==> src/rtl/demux_1to2_buf_pkg.sv <==
`default_nettype none
// ============================================================================
// Module      : demux_1to2_buf_pkg
// Description : Shared constants and types for the buffered 1-to-2 demux.
//               Holds the delivered-beat counter width, the supported channel
//               buffer depths and the derived pointer/occupancy widths.
// Revision    : 1.0 - initial release
// ============================================================================
package demux_1to2_buf_pkg;

    // Width of the per-channel delivered-beat counters
    localparam int CNT_WIDTH = 16;

    // Supported channel buffer depths
    localparam int DEPTH_SMALL = 2;
    localparam int DEPTH_LARGE = 4;

    // Destination channel encoding of the select input
    typedef enum logic {
        CHAN_0 = 1'b0,
        CHAN_1 = 1'b1
    } chan_e;

    // True when the depth is one of the supported buffer sizes
    function automatic bit depth_is_legal(input int depth);
        return (depth == DEPTH_SMALL) || (depth == DEPTH_LARGE);
    endfunction

    // Pointer width needed to address a buffer of the given depth
    function automatic int ptr_width(input int depth);
        return (depth == DEPTH_LARGE) ? 2 : 1;
    endfunction

    // Occupancy width needed to represent 0..depth inclusive
    function automatic int occ_width(input int depth);
        return (depth == DEPTH_LARGE) ? 3 : 2;
    endfunction

endpackage : demux_1to2_buf_pkg
`default_nettype wire

==> src/rtl/demux_chan_fifo.sv <==
`default_nettype none
// ============================================================================
// Module      : demux_chan_fifo
// Description : One output channel of the demux. DEPTH-entry in-order FIFO
//               with registered head output, full/valid status and a
//               wrapping counter of beats delivered downstream.
// Revision    : 1.0 - initial release
// ============================================================================
module demux_chan_fifo
    import demux_1to2_buf_pkg::*;
#(
    parameter int WIDTH = 32,
    parameter int DEPTH = 2
) (
    input  logic                 i_clk,
    input  logic                 i_reset,
    input  logic                 i_push,
    input  logic [WIDTH-1:0]     i_data,
    input  logic                 i_ready,
    output logic                 o_valid,
    output logic [WIDTH-1:0]     o_data,
    output logic                 o_full,
    output logic [CNT_WIDTH-1:0] o_cnt
);

    localparam int PTR_W = ptr_width(DEPTH);
    localparam int OCC_W = occ_width(DEPTH);

    localparam logic [PTR_W-1:0] C_LAST_PTR = PTR_W'(DEPTH - 1);
    localparam logic [OCC_W-1:0] C_FULL_OCC = OCC_W'(DEPTH);

    logic [WIDTH-1:0]     r_mem [DEPTH];
    logic [PTR_W-1:0]     r_wr_ptr;
    logic [PTR_W-1:0]     r_rd_ptr;
    logic [OCC_W-1:0]     r_occ;
    logic [CNT_WIDTH-1:0] r_cnt;

    logic                 w_empty;
    logic                 w_full;
    logic                 w_do_push;
    logic                 w_do_pop;
    logic [PTR_W-1:0]     w_wr_ptr_nxt;
    logic [PTR_W-1:0]     w_rd_ptr_nxt;

    // Status, transfer qualification and pointer wrap arithmetic
    always_comb begin
        w_empty      = (r_occ == '0);
        w_full       = (r_occ == C_FULL_OCC);
        // A full buffer refuses pushes even when it is popped this cycle
        w_do_push    = i_push & ~w_full;
        // Downstream ready is ignored while nothing is buffered
        w_do_pop     = i_ready & ~w_empty;
        w_wr_ptr_nxt = (r_wr_ptr == C_LAST_PTR) ? '0 : r_wr_ptr + 1'b1;
        w_rd_ptr_nxt = (r_rd_ptr == C_LAST_PTR) ? '0 : r_rd_ptr + 1'b1;
    end

    // Storage write; async reset clears every entry so the head reads zero
    always_ff @(posedge i_clk or negedge i_reset) begin
        if (!i_reset) begin
            for (int i = 0; i < DEPTH; i++) begin
                r_mem[i] <= '0;
            end
        end else if (w_do_push) begin
            r_mem[r_wr_ptr] <= i_data;
        end
    end

    // Write/read pointers advance independently on push and pop
    always_ff @(posedge i_clk or negedge i_reset) begin
        if (!i_reset) begin
            r_wr_ptr <= '0;
            r_rd_ptr <= '0;
        end else begin
            if (w_do_push) begin
                r_wr_ptr <= w_wr_ptr_nxt;
            end
            if (w_do_pop) begin
                r_rd_ptr <= w_rd_ptr_nxt;
            end
        end
    end

    // Occupancy tracking; simultaneous push and pop leaves it unchanged
    always_ff @(posedge i_clk or negedge i_reset) begin
        if (!i_reset) begin
            r_occ <= '0;
        end else begin
            case ({w_do_push, w_do_pop})
                2'b10:   r_occ <= r_occ + 1'b1;
                2'b01:   r_occ <= r_occ - 1'b1;
                default: r_occ <= r_occ;
            endcase
        end
    end

    // Delivered-beat counter, wraps naturally at its full width
    always_ff @(posedge i_clk or negedge i_reset) begin
        if (!i_reset) begin
            r_cnt <= '0;
        end else if (w_do_pop) begin
            r_cnt <= r_cnt + 1'b1;
        end
    end

    assign o_valid = ~w_empty;
    assign o_data  = r_mem[r_rd_ptr];
    assign o_full  = w_full;
    assign o_cnt   = r_cnt;

endmodule : demux_chan_fifo
`default_nettype wire

==> src/rtl/demux_1to2_buf.sv <==
`default_nettype none
// ============================================================================
// Module      : demux_1to2_buf
// Description : Buffered 1-to-2 demultiplexer. An input beat is routed to
//               channel 0 or 1 by i_sel and queued in that channel's FIFO.
//               Input ready depends only on the selected channel's fullness,
//               so there is no combinational path from downstream ready.
// Revision    : 1.0 - initial release
// ============================================================================
module demux_1to2_buf
    import demux_1to2_buf_pkg::*;
#(
    parameter int WIDTH = 32,
    parameter int DEPTH = 2
) (
    input  logic                 i_clk,
    input  logic                 i_reset,
    input  logic                 i_valid,
    input  logic [WIDTH-1:0]     i_data,
    input  logic                 i_sel,
    output logic                 o_ready,
    output logic                 o_valid0,
    output logic [WIDTH-1:0]     o_data0,
    input  logic                 i_ready0,
    output logic [CNT_WIDTH-1:0] o_cnt0,
    output logic                 o_valid1,
    output logic [WIDTH-1:0]     o_data1,
    input  logic                 i_ready1,
    output logic [CNT_WIDTH-1:0] o_cnt1
);

    logic w_full0;
    logic w_full1;
    logic w_sel_full;
    logic w_accept;
    logic w_push0;
    logic w_push1;

    // Select decode: ready follows the selected channel, push goes to it only
    always_comb begin
        w_sel_full = (i_sel == CHAN_1) ? w_full1 : w_full0;
        o_ready    = ~w_sel_full;
        w_accept   = i_valid & ~w_sel_full;
        w_push0    = w_accept & (i_sel == CHAN_0);
        w_push1    = w_accept & (i_sel == CHAN_1);
    end

    demux_chan_fifo #(
        .WIDTH (WIDTH),
        .DEPTH (DEPTH)
    ) u_chan0 (
        .i_clk   (i_clk),
        .i_reset (i_reset),
        .i_push  (w_push0),
        .i_data  (i_data),
        .i_ready (i_ready0),
        .o_valid (o_valid0),
        .o_data  (o_data0),
        .o_full  (w_full0),
        .o_cnt   (o_cnt0)
    );

    demux_chan_fifo #(
        .WIDTH (WIDTH),
        .DEPTH (DEPTH)
    ) u_chan1 (
        .i_clk   (i_clk),
        .i_reset (i_reset),
        .i_push  (w_push1),
        .i_data  (i_data),
        .i_ready (i_ready1),
        .o_valid (o_valid1),
        .o_data  (o_data1),
        .o_full  (w_full1),
        .o_cnt   (o_cnt1)
    );

endmodule : demux_1to2_buf
`default_nettype wire

==> config.mk <==
export PLATFORM = sky130hd
export DESIGN_NAME = demux_1to2_buf
export DESIGN_NICKNAME = d
export VERILOG_FILES = /design/src/rtl/demux_1to2_buf_pkg.sv /design/src/rtl/demux_chan_fifo.sv /design/src/rtl/demux_1to2_buf.sv
export SDC_FILE = /design/constraint.sdc
export NUM_CORES = 1
export LEC_CHECK = 0
export CORE_MARGIN = 1.5
export CORE_UTILIZATION = 25
export DETAILED_ROUTE_END_ITERATION = 16
export DONT_BUFFER_PORTS = 1
export PLACE_DENSITY = 0.4
export SLEW_MARGIN = 20
export SYNTH_ARGS = -nofsm -noshare
export SYNTH_HDL_FRONTEND = slang
export SYNTH_HIERARCHICAL = 1
export SYNTH_SLANG_ARGS = --single-unit
export TNS_END_PERCENT = 10
==> constraint.sdc <==
create_clock -name i_clk -period 2.6 [get_ports i_clk]
set_input_delay 0.13 -clock i_clk [delete_from_list [all_inputs] [get_ports i_clk]]
set_output_delay 0.13 -clock i_clk [all_outputs]
set_load 0.02 [all_outputs]
==> summary.txt <==
Outcome
  • Status: complete, but fails checks
  • Violated checks: hold timing

Synthesis
  • Post-synth top area share: 55.4%
  • Syn Area/Cell: 15.3 um2
  • Async S/R FF share, synth: 100%
  • Post-synthesis mux area share: 30.7%
  • Commonest cells in the netlist: 168 x dfrtp_1, 149 x mux2_2, 40 x mux2_4
  • XOR/XNOR share of the synthesized area: 4.61%
  • Post-synth top flop: dfrtp_1
  • YS warnings: 6
  • Post-Syn Instances: 496
  • Most frequent cell after synthesis: dfrtp_1
  • Post-synth top area cell: dfrtp_1
  • Seq/Total Area, Yosys: 55.4%
  • Netlist cell types: 38
  • FF+latch count, synth: 168
  • Cell area after synthesis: 0.00759 mm2
  • Largest family of logic cells by synthesized area: multiplexers
  • Simple-gate share of the synthesized area: 5.69%
  • Synth Area in Compound Gates: 0.363%
  • Synth area leaders: dfrtp_1 55%, mux2_2 22%, mux2_4 7.9%
  • Post-Syn Nets: 538
  • Number of synthesized flops with an enable pin: 0
  • Post-synthesis adder-cell area fraction: 0.659%

Global route
  • GR Util met2: 18.0%
  • GR Layer Usage met3: 4.96%
  • Global-route wire length before repair: 27.5 mm
  • Largest net degree at the start of global routing: 169
  • Global route hottest layer: met2
  • Antenna violations before repair: 0
  • Vias in the first global route: 4,551
  • GR Layer Usage met1: 14.8%
  • Gr ovfl total: 0
  • Total GRT Usage: 11.8%

Timing
  • RSZ-0062 raised after global routing: false
  • Sum Neg Setup Slack: 0 ns
  • Final worst-path cycle share: 82.5%
  • Worst slew margin: 54.6%
  • Final Max Slew Viols: 0
  • Skew final: 0.0110 ns
  • Worst slew pin tran: 0.662 ns
  • Final hold violation count: 168
  • Setup violators final: 0
  • Final WS setup: 0.455 ns
  • Peak Freq: 466 MHz
  • Hold Slack: -0.607 ns
  • Fin crit period: 2.14 ns

Critical path
  • Worst Path Buf+Inv: 1
  • Nature of the critical path endpoint: primary output
  • Crit path max-delay family: flip-flops
  • Startpoint Class: flop
  • Crit path cell chain: buf_4, mux2_2
  • Setup CP Type: reg -> out
  • Slowest cell delay on critical path: 0.75 ns
  • CP arrival: 2.01 ns
  • Maximum fanout along the worst path: 19
  • Crit path required time: 2.47 ns
  • Critical Path Slowest Stage Cell: dfrtp_2
  • Worst reg-to-reg setup slack: 0.48 ns
  • Reg2Reg Depth: 8
  • Reg-to-reg endpoint: u_chan0/r_mem[49]
  • Worst R2R Start: u_chan0/r_occ[0]

Layout
  • Area of the multi-input gates: 0.00319 mm2
  • Diodes inserted: 0
  • Reg area: 0.00421 mm2
  • Nets: 579
  • P&R area growth vs syn: 17.6%
  • Util after Layout: 30.0%
  • Fill cell count: 2,996
  • Fraction of layout cells with a size suffix above 1: 46.0%

Clock network
  • Clock sink count: 168
  • Root buf cell: clkbuf_16
  • Post-cts sizing count: 0
  • CTS tree: built
  • Max clock buf depth: 2
  • Clock buffer count from CTS: 17
  • # H-tree levels: 4
  • Worst-path clk slew: 0.07 ns
  • Clock Latency Late Sink: 0.43 ns
  • Count of hold-fix buffers inserted at cts: 32
  • Post-CTS Setup Bufs: 0

Die
  • Die Wd: 177 um
  • Core Rows: 63
  • Die area: 0.0314 mm2
  • Initial core utilization: 25.5%
  • Top Ports: 137
  • Core area: 0.0298 mm2
  • Height of the chip: 177 um

Drt
  • Initial DRT Pass Iterations: 4
  • Antenna Nets Post-Route: 0
  • Vias: 4,054
  • Initial DRC Count: 150
  • Routed WL: 17.6 mm
  • Vias per cell: 4.31
  • Wire per inst: 18.7 um
  • DRC viols: 0

Flow run
  • Max Cap Viol: 0

Place
  • Port buffer count: 0
  • HPWL after detailed placement: 11.5 mm
  • Routability Congestion: 0.717
  • Pre-CTS setup slack: 0.449 ns

Power
  • Leak Pwr: 0.00383 uW
  • Power density over the cells: 1320 mW/mm2
  • Maximum vdd ir drop: 407 uV

Hold path
  • Min-Delay Path Class: in -> async
==> per-stage QoR <==
| stage | cell area (um2) | power (uW) | cells |
|---|---|---|---|
| 2_1_floorplan | 7590 | 8470 | 496 |
| 6_report | 8930 | 11800 | 940 |
| 3_5_place_dp | 8030 | 9400 | 876 |
| 5_1_grt | 8930 | 12600 | 940 |
| 4_1_cts | 8930 | 12100 | 940 |
| 3_3_place_gp | 8030 | 9270 | 876 |
==> cells in the final DEF (no fill, tap or decap), types with 4 or more instances in the layout <==
cell           Yosys  routed
nand3_1            7       7
clkbuf_16          0      17
dfrtp_1          168     166
inv_1              6       6
dlygate4sd3_1      0      32
xor2_1            10      10
xnor2_1           30      30
nand4_1            6       6
buf_4              1       8
mux2_4            40      40
mux2_1             4       4
ha_1               4       4
mux2_2           149     149
clkinv_4           0       4
nor2_1             7       7
nand2_1           15      15
clkbuf_8           0       4
==> cell families after synthesis <==
group,count (synthesis)
muxes,194
DFF,168
and+or+nand+nor,60
xor gates and xnor gates,40
buffers and inverters,27
adders and majority gates,4
AOI/OAI and AO/OA,3
==> sequential cells by signal, indices dropped and copies added, names as in the netlist <==
signal            count
u_chan1/r_mem        64
u_chan0/r_rd_ptr      1
u_chan0/o_cnt        16
u_chan0/r_occ         2
u_chan1/r_occ         2
u_chan0/r_mem        64
u_chan1/r_rd_ptr      1
u_chan1/o_cnt        16
u_chan0/r_wr_ptr      1
u_chan1/r_wr_ptr      1
==> final cells by class <==
class                      count  area share (%)
clock buffer                  22            5.42
clock inverter                10            1.06
inverter                       6           0.252
multi-input combinational    301            35.8
sequential                   168            47.1
tap                          390            5.46
timing repair buffer          43            4.93
==> worst reg2reg max path, delay by kind of cell, from the launching register on <==
kind,cells,cell delay [ns]
muxes,1,0.34
DFF,1,0.46
and+or+nand+nor,4,0.78
buffers and inverters,3,0.43
==> metal layers <==
layer,up-vias,share of wire (%)
met4,0,1.0
met1,2135,45
met3,8,7.1
met5,-,0
li1,1823,-
met2,88,47
==> power breakdown <==
group | total [uW] | leakage [uW] | internal [uW] | switching (uW)
Combinational | 4540 | 0.00151 | 2210 | 2330
Clock | 2500 | 0.000282 | 1420 | 1080
Sequential | 4790 | 0.00204 | 3790 | 996
==> worst max path at each step <==
stage | start | to | cells past startpoint
finish | u_chan1/r_rd_ptr | o_data1[29] | 2
global route | u_chan1/r_rd_ptr | o_data1[29] | 2
CTS | u_chan1/r_rd_ptr | o_data1[1] | 2
detailed placement | u_chan0/r_occ[0] | u_chan0/r_mem[63] | 8
global placement | u_chan0/r_occ[0] | u_chan0/r_mem[36] | 8
floorplan | u_chan0/r_occ[0] | u_chan0/r_mem[33] | 7
(Power assumes the default switching activity.)
